<file path="src/rtl/deserializer_if.sv">
`default_nettype none
// ============================================================================
// Module      : deserializer_if
// Description : Bus bundle between the serial bit source / frame consumer
//               and the deserializer.
//               slave  modport : deserializer side
//               master modport : source/consumer side
//               iData_in / iData_valid : serial bit and its one-beat qualifier
//               iAck                   : consumer release/abort of the frame
//               oData_out / oCounter   : assembled word and captured bit count
//               oFull / oOverflow      : frame complete / beat dropped in FULL
// Revision    : 1.0 - initial release
// ============================================================================
interface deserializer_if #(
    parameter int MSG_SIZE = 64
);
    localparam int CW = $clog2(MSG_SIZE) + 1;

    logic                iData_in;
    logic                iData_valid;
    logic                iAck;
    logic [MSG_SIZE-1:0] oData_out;
    logic [CW-1:0]       oCounter;
    logic                oFull;
    logic                oOverflow;

    modport slave (
        input  iData_in, iData_valid, iAck,
        output oData_out, oCounter, oFull, oOverflow
    );

    modport master (
        output iData_in, iData_valid, iAck,
        input  oData_out, oCounter, oFull, oOverflow
    );
endinterface
`default_nettype wire

</file>
<file path="src/rtl/deserializer.sv">
`default_nettype none
// ============================================================================
// Module      : deserializer
// Description : MSB-first serial-to-parallel front end. Shifts in one bit per
//               valid beat until MSG_SIZE bits are assembled, then holds the
//               word and count (== MSG_SIZE) until the consumer acknowledges.
// Ports       : clk  - clock, rising edge
//               rst  - synchronous active-high reset, overrides ena
//               ena  - block enable, low freezes all state
//               bus  - deserializer_if.slave (serial input, ack, outputs)
// Revision    : 1.0 - initial release
// ============================================================================
module deserializer #(
    parameter int MSG_SIZE = 64
) (
    input  wire                 clk,
    input  wire                 rst,
    input  wire                 ena,
    deserializer_if.slave       bus
);
    localparam int CW = $clog2(MSG_SIZE) + 1;
    localparam logic [CW-1:0] c_FULL_COUNT = CW'(MSG_SIZE);

    typedef enum logic [1:0] {
        S_IDLE  = 2'd0,
        S_SHIFT = 2'd1,
        S_FULL  = 2'd2
    } state_t;

    state_t              r_state;
    logic [MSG_SIZE-1:0] r_data;
    logic [CW-1:0]       r_count;
    logic                r_full;
    logic                r_ovf;

    state_t              w_state_nxt;
    logic [MSG_SIZE-1:0] w_data_nxt;
    logic [CW-1:0]       w_count_nxt;
    logic                w_ovf_nxt;
    logic [CW-1:0]       w_count_inc;

    assign w_count_inc = r_count + CW'(1);

    // State register: rst overrides everything, ena=0 freezes everything.
    always_ff @(posedge clk) begin
        if (rst) begin
            r_state <= S_IDLE;
            r_data  <= '0;
            r_count <= '0;
            r_full  <= 1'b0;
            r_ovf   <= 1'b0;
        end else if (ena) begin
            r_state <= w_state_nxt;
            r_data  <= w_data_nxt;
            r_count <= w_count_nxt;
            // oFull is registered from the next state so it rises on the
            // same edge that the count reaches MSG_SIZE.
            r_full  <= (w_state_nxt == S_FULL);
            r_ovf   <= w_ovf_nxt;
        end
    end

    // Next-state logic. iAck has priority over a coincident beat, so an
    // abort never captures the bit and never flags an overflow.
    always_comb begin
        w_state_nxt = r_state;
        w_data_nxt  = r_data;
        w_count_nxt = r_count;
        w_ovf_nxt   = r_ovf;

        if (bus.iAck) begin
            w_state_nxt = S_IDLE;
            w_data_nxt  = '0;
            w_count_nxt = '0;
            w_ovf_nxt   = 1'b0;
        end else if (bus.iData_valid) begin
            case (r_state)
                S_FULL: begin
                    // Frame is held; the beat is dropped and remembered.
                    w_ovf_nxt = 1'b1;
                end
                default: begin
                    w_data_nxt  = {r_data[MSG_SIZE-2:0], bus.iData_in};
                    w_count_nxt = w_count_inc;
                    w_state_nxt = (w_count_inc == c_FULL_COUNT) ? S_FULL
                                                                : S_SHIFT;
                end
            endcase
        end
    end

    assign bus.oData_out = r_data;
    assign bus.oCounter  = r_count;
    assign bus.oFull     = r_full;
    assign bus.oOverflow = r_ovf;

endmodule
`default_nettype wire

</file>
<file path="src/flat_wrapper.sv">
// flat-port wrapper written by rule: the top's interface ports become plain ports
module deserializer_flat 
#(
    parameter int MSG_SIZE = 64
)
  (clk, rst, ena, bus_iData_in, bus_iData_valid, bus_iAck, bus_oData_out, bus_oCounter, bus_oFull, bus_oOverflow);
  deserializer_if #(.MSG_SIZE(MSG_SIZE)) bus_i ();
  input  wire clk;
  input  wire rst;
  input  wire ena;
  input wire logic [$bits(bus_i.iData_in)-1:0] bus_iData_in;
  input wire logic [$bits(bus_i.iData_valid)-1:0] bus_iData_valid;
  input wire logic [$bits(bus_i.iAck)-1:0] bus_iAck;
  output wire logic [$bits(bus_i.oData_out)-1:0] bus_oData_out;
  output wire logic [$bits(bus_i.oCounter)-1:0] bus_oCounter;
  output wire logic [$bits(bus_i.oFull)-1:0] bus_oFull;
  output wire logic [$bits(bus_i.oOverflow)-1:0] bus_oOverflow;
  assign bus_i.iData_in = bus_iData_in;
  assign bus_i.iData_valid = bus_iData_valid;
  assign bus_i.iAck = bus_iAck;
  assign bus_oData_out = bus_i.oData_out;
  assign bus_oCounter = bus_i.oCounter;
  assign bus_oFull = bus_i.oFull;
  assign bus_oOverflow = bus_i.oOverflow;
  deserializer #(.MSG_SIZE(MSG_SIZE)) u_core (.clk(clk), .rst(rst), .ena(ena), .bus(bus_i));
endmodule
</file>
<file path="config.mk">
export PLATFORM = sky130hd
export DESIGN_NAME = deserializer_flat
export DESIGN_NICKNAME = d
export VERILOG_FILES = /design/src/rtl/deserializer_if.sv /design/src/rtl/deserializer.sv /design/src/flat_wrapper.sv
export SDC_FILE = /design/constraint.sdc
export NUM_CORES = 1
export LEC_CHECK = 0
export ABC_AREA = 1
export BUFFER_PORTS_ARGS = -buffer_cell sky130_fd_sc_hd__buf_2
export CORE_ASPECT_RATIO = 0.9
export CORE_UTILIZATION = 55
export DETAILED_ROUTE_END_ITERATION = 16
export PLACE_DENSITY = 0.95
export SYNTH_ARGS = -nofsm -noshare
export SYNTH_HDL_FRONTEND = slang
export SYNTH_SLANG_ARGS = --single-unit
</file>
<file path="constraint.sdc">
create_clock -name clk -period 2.5 [get_ports clk]
set_input_delay 0.375 -clock clk [delete_from_list [all_inputs] [get_ports clk]]
set_output_delay 0.375 -clock clk [all_outputs]
set_load 0.005 [all_outputs]
</file>
==> flow_metrics.tcl, run 1 <==
set metrics [dict create \
    numCtsBuffers 9 \
    synth-edff-count 0 \
    regArea_mm2 0.00150 \
    path_buf_inv 3 \
    syn_area_mm2 0.00278 \
    status "complete, no violations" \
    clkLatencyLatePin_ns 0.35 \
    via_per_inst 5.16 \
    crit_type "reg -> reg" \
    holdBufCountCts 0 \
    cpLargestDelayFamily "compound AO/OA/AOI/OAI gates" \
    final_hold_viol_count 0 \
    cts.sinks 75 \
    holdWs_ns 0.256 \
    synthMostInstantiatedCell "nand2_1" \
    multi_input_comb_area_mm2 0.00113 \
    synth_cell_type_count 17 \
    relSlewSlack 0.612 \
    drt-initial-drc-count 135 \
    critPathCaptureType "flip-flop" \
    synth_nets 376 \
    final.min_clock_period_ns 1.91 \
    required_ns 2.76 \
    hp-class "in -> reg" \
    critPathLaunchType "flip-flop" \
    antenna_found_initial 0 \
    cts_buffer_depth 2 \
    yosysTopAreaCellShare 0.539 \
    rsz0062_at_grt "no" \
    finalSetupTns_ns 0 \
    p_leak_uw 0.00148 \
    synthesis.instances 369 \
    post_drt_wl_per_cell_um 12.4 \
    grt_pass1_wl_mm 10.6 \
    port_buffers 78 \
    syn_to_final_growth_pct 25.6 \
    max_freq_ghz 0.524 \
    crit_top_cell "inv_1" \
    synth.avg_cell_area_um2 7.54 \
    remaining_drc_errors 0 \
    cts_setup_buffers 0 \
    grt_pass1_vias 2472 \
    drive_above_1_share 0.235 \
    core_area_mm2 0.00486 \
    cts-root-buf "clkbuf_8" \
    seq_area_frac_synth 0.539 \
    drtAntennaViolNets 0 \
    tightest_slew_ns 0.582 \
    die_x_um 77.0 \
    slew_viol_final 0 \
    skew_ns 0.00623 \
    initial_utilization 0.572 \
    die_area_mm2 0.00535 \
    routed-via-count 2641 \
    fin_util 0.719 \
    ir_worst_vdd_v 0.000560 \
    synth_area_leader_cell "dfxtp_1" \
    overflow 0 \
    globalplace.congestion 0.764 \
    ys_warn_count 0 \
    nets 449 \
    p_per_area_mw_per_mm2 744 \
    grt_max_degree 45 \
    cts_repair_resize_count 0 \
    drt_pre_antenna_iters 5 \
    hpwlAfterDp_mm 4.14 \
    cp_cell_sequence "inv_1 > nor2_1 > inv_1 > o21ai_4 > buf_4 > nand2_1 > a21oi_1" \
    wirelength_mm 6.36 \
    globalRouteTotalUtil 0.252 \
    synthTopCellsByCount "nand2_1 (159), dfxtp_1 (75), a21oi_1 (73)" \
    post-route-period-util 0.764 \
    synthTopCellsByArea "dfxtp_1 (54%), nand2_1 (21%), a21oi_1 (13%)" \
    setup-violations-final 0 \
    die_h_um 69.5 \
    fp-row-count 24 \
    maxCapViolations 0 \
    fillers 416 \
    diodes 0 \
    io_pins 79 \
    h-tree-depth 3 \
    path_clk_slew_ns 0.08 \
    ys_ff_latch 75 \
    async_flop_share 0 \
    cts_tree "done" \
    ys.flop_type "dfxtp_1" \
    path_max_fanout 27 \
    total_power_uw 2600 \
    cp_slowest_cell "o21ai_4" \
    cp.arrival_ns 2.17 \
    slowest_delay_ns 0.44 \
]
[placed cells by master (no fill, tap or decap)]
cell | synthesis | final
nand2_1 | 159 | 159
buf_2 | 8 | 78
dfxtp_1 | 75 | 75
a21oi_1 | 73 | 73
inv_1 | 10 | 10
nor2_1 | 10 | 10
clkbuf_8 | 0 | 9
nand3_1 | 8 | 8
bufinv_16 | 0 | 5
buf_4 | 5 | 5
o21bai_1 | 3 | 3
inv_2 | 2 | 2
a211oi_1 | 2 | 2
a21oi_2 | 1 | 1
o21ai_4 | 0 | 1
nand4_1 | 1 | 1
a211oi_2 | 1 | 1
ha_1 | 1 | 1
clkinv_2 | 0 | 1
clkinv_4 | 0 | 1
buf_12 | 0 | 1
[power breakdown]
part	total [uW]	internal [uW]	switching, uW
Clock	1310	865	445
Combinational	92.2	22.7	69.5
Sequential	1200	1200	3.44
Total	2600	2080	518
[metal layers]
metal,global-route usage,wire (um),vias up
li1,-,-,1329
met1,0.277,2700,1217
met2,0.435,3160,82
met3,0.0921,369,13
met4,0.111,139,0
met5,0,0,-
[cell families (layout without fill, tap and decap cells)]
logic type / Yosys count / in the layout / share of synthesized area
and+or+nand+nor: 178 / 178 / 0.244
AOI/OAI and AO/OA: 81 / 81 / 0.156
DFF: 75 / 75 / 0.539
buffers and inverters: 34 / 112 / 0.0562
adders and majority gates: 1 / 1 / 0.00449
[flip-flops by register name (all words and copies together) (netlist names)]
name	cells
u_core.bus.oOverflow	1
u_core.bus.oCounter	7
u_core.bus.oData_out	64
u_core.r_state	2
u_core.bus.oFull	1
[stage by stage]
| stage | instance area [um2] | std cells | worst slack [ns] |
|---|---|---|---|
| 6_report | 3500 | 512 | 0.590 |
| 5_1_grt | 3500 | 512 | 0.425 |
| 4_1_cts | 3500 | 512 | 0.620 |
| 3_5_place_dp | 3210 | 496 | 0.726 |
| 3_3_place_gp | 3210 | 496 | 0.810 |
| 2_1_floorplan | 2780 | 369 | 1.05 |
[final timing paths]
check,from,end,slack (ns),depth (start not counted)
setup / recovery,u_core.r_state[1],u_core.bus.oData_out[48],0.59,7
hold / removal,ena,u_core.r_state[0],0.26,2
setup reg to reg,u_core.r_state[1],u_core.bus.oData_out[48],0.59,7
hold reg to reg,u_core.bus.oData_out[63],u_core.bus.oData_out[63],0.47,2
[layout make-up]
type / count / area share
Clock buffer: 9 / 0.0354
Timing Repair Buffer: 84 / 0.128
Inverter: 12 / 0.0129
Tap cell: 65 / 0.0233
Multi-Input combinational cell: 260 / 0.324
Sequential cell: 75 / 0.429
Clock inverter: 7 / 0.0469
Power figures use the tool's default switching activity.
==> run 2, diff against run 1 <==
--- a/config.mk
+++ b/config.mk
@@ -5,12 +5,12 @@
 export SDC_FILE = /design/constraint.sdc
 export NUM_CORES = 1
 export LEC_CHECK = 0
-export ABC_AREA = 1
+export ABC_AREA = 0
 export BUFFER_PORTS_ARGS = -buffer_cell sky130_fd_sc_hd__buf_2
 export CORE_ASPECT_RATIO = 0.9
-export CORE_UTILIZATION = 55
+export CORE_UTILIZATION = 51
 export DETAILED_ROUTE_END_ITERATION = 16
-export PLACE_DENSITY = 0.95
+export PLACE_DENSITY = 0.89
 export SYNTH_ARGS = -nofsm -noshare
 export SYNTH_HDL_FRONTEND = slang
 export SYNTH_SLANG_ARGS = --single-unit
==> constraint.sdc (replaced) <==
create_clock -name clk -period 2 [get_ports clk]
set_input_delay 0.3 -clock clk [delete_from_list [all_inputs] [get_ports clk]]
set_output_delay 0.3 -clock clk [all_outputs]
set_load 0.005 [all_outputs]
==> flow_metrics.tcl, run 2 <==
set metrics [dict create \
    status "complete, no violations" \
    synth_area_leader_cell "dfxtp_1" \
    die_x_um 81.5 \
    crit_type "reg -> reg" \
    instances_no_fill 498 \
    hp-class "in -> reg" \
    cts-root-buf "clkbuf_8" \
    async_flop_share 0 \
    holdBufCountCts 0 \
    synth_cell_type_count 36 \
    syn_area_mm2 0.00290 \
    setup-violations-final 0 \
    h-tree-depth 3 \
    final_hold_viol_count 0 \
    path_buf_inv 1 \
    synth.avg_cell_area_um2 8.13 \
    grt_pass1_vias 2547 \
    core_area_mm2 0.00538 \
    p_leak_uw 0.00143 \
    post-route-period-util 0.832 \
    relSlewSlack 0.632 \
    synth_top_family_by_area "compound AO/OA/AOI/OAI gates" \
    die_h_um 73.6 \
    required_ns 2.28 \
    clkLatencyLatePin_ns 0.35 \
    routed-via-count 2850 \
    synthTopCellsByArea "dfxtp_1 (52%), a21oi_1 (12%), o21ai_0 (12%)" \
    synth_nets 364 \
    path_clk_slew_ns 0.07 \
    final.min_clock_period_ns 1.66 \
    cts.sinks 75 \
    skew_ns 0.00717 \
    drt_pre_antenna_iters 8 \
    slew_viol_final 0 \
    drive_above_1_share 0.251 \
    globalplace.congestion 0.835 \
    seq_area_frac_synth 0.517 \
    synth_xor_area_frac 0 \
    path_max_fanout 20 \
    largest_reg_flops 64 \
    cp.arrival_ns 1.94 \
    port_buffers 78 \
    maxCapViolations 0 \
    rsz0062_at_grt "no" \
    synthMuxAreaShare 0 \
    tightest_slew_ns 0.551 \
    diodes 0 \
    drt-initial-drc-count 186 \
    initial_utilization 0.540 \
    yosys.area_share.simple 0.142 \
    cts_buffer_depth 2 \
    fp-row-count 25 \
    synthMostInstantiatedCell "dfxtp_1" \
    max_freq_ghz 0.601 \
    cts_repair_resize_count 0 \
    ys_warn_count 0 \
    ys_ff_latch 75 \
    synthesis.instances 357 \
    hpwlAfterDp_mm 4.55 \
    ys.flop_type "dfxtp_1" \
    antenna_found_initial 0 \
    critPathCaptureType "flip-flop" \
    remaining_drc_errors 0 \
    synth-compound-area-share 0.286 \
    holdWs_ns 0.181 \
    layout_common_cells "buf_2 (78), dfxtp_1 (75), a21oi_1 (72)" \
    critPathLaunchType "flip-flop" \
    wirelength_mm 6.99 \
    io_pins 79 \
    synth-edff-count 0 \
    synthAdderAreaFrac 0.00431 \
    final_common_cell "buf_2" \
    die_area_mm2 0.00600 \
    p_per_area_mw_per_mm2 756 \
    yosysTopAreaCellShare 0.517 \
    cts_tree "done" \
    cp_slowest_cell "a21oi_4" \
    ir_worst_vdd_v 0.000625 \
    placed_cells 482 \
    cp_cell_sequence "nand2b_1 > a21oi_4 > buf_4 > o21ai_0 > a21oi_1" \
    drtAntennaViolNets 0 \
    numCtsBuffers 9 \
    total_power_uw 2660 \
    nets 433 \
    slowest_delay_ns 0.45 \
    cts_setup_buffers 0 \
    via_per_inst 5.72 \
    overflow 0 \
    post_drt_wl_per_cell_um 14.0 \
    synthTopCellsByCount "dfxtp_1 (75), a21oi_1 (72), nand2_1 (67), o21ai_0 (67), clkbuf_1 (20)" \
    finalSetupTns_ns 0 \
    cpLargestDelayFamily "compound AO/OA/AOI/OAI gates" \
    grt_max_degree 40 \
    globalRouteTotalUtil 0.248 \
    fillers 460 \
    syn_to_final_growth_pct 21.2 \
    fin_util 0.654 \
    grt_pass1_wl_mm 11.2 \
]
[run 2: cell count changes after synthesis, moves of 5 or more]
cell and change:
clkbuf_1 +11, inv_1 -8, nand2_1 -92, nand3_1 -5
nor2_1 -7, o21ai_0 +67
[run 2: worst paths after layout]
| check | from | to | slack (ns) | depth (start not counted) |
|---|---|---|---|---|
| min reg2reg | u_core.bus.oData_out[6] | u_core.bus.oData_out[7] | 0.46 | 2 |
| max reg2reg | u_core.r_state[0] | u_core.bus.oData_out[32] | 0.34 | 5 |
| min | bus_iData_in | u_core.bus.oData_out[0] | 0.18 | 3 |
| max | u_core.r_state[0] | u_core.bus.oData_out[32] | 0.34 | 5 |
[run 2: metal layers]
metal / GRT usage / vias up / share of wire
li1: - / 1384 / -
met3: 0.0845 / 15 / 0.070
met4: 0.131 / 0 / 0.024
met5: 0 / - / 0
met2: 0.394 / 112 / 0.48
met1: 0.294 / 1339 / 0.43
[run 2: through the flow]
stage / instance area (um2) / worst slack, ns
floorplan: 2900 / 0.686
global placement: 3340 / 0.473
detailed placement: 3340 / 0.383
CTS: 3520 / 0.331
global route: 3520 / 0.188
finish: 3520 / 0.336
[run 2: worst reg2reg max path, delay by kind of cell (launching register included)]
| family | cells | cell delay, ns |
|---|---|---|
| simple gates | 1 | 0.20 |
| compound gates | 3 | 0.77 |
| buf+inv | 1 | 0.29 |
| flops | 1 | 0.33 |
[run 2: layout make-up]
| type | count | area (um2) | share of cell area |
|---|---|---|---|
| multi-input cells | 248 | 1260 | 0.359 |
| clock buffers | 14 | 163 | 0.0462 |
| repair buffers | 89 | 485 | 0.138 |
| inverters | 3 | 11.3 | 0.00320 |
| flip-flops and latches | 75 | 1500 | 0.427 |
| well taps | 67 | 83.8 | 0.0238 |
| clock inverters | 2 | 10.0 | 0.00285 |
[run 2: power by group]
group	leakage, uW	internal [uW]	switching (uW)
logic	0.000732	30.1	93.1
registers	0.000604	1500	3.71
clock network	0.0000905	516	521
[run 2: kinds of logic after synthesis]
group	after synthesis
buffers and inverters	34
DFF	75
and+or+nand+nor	92
adders and majority gates	1
AOI/OAI and AO/OA	155
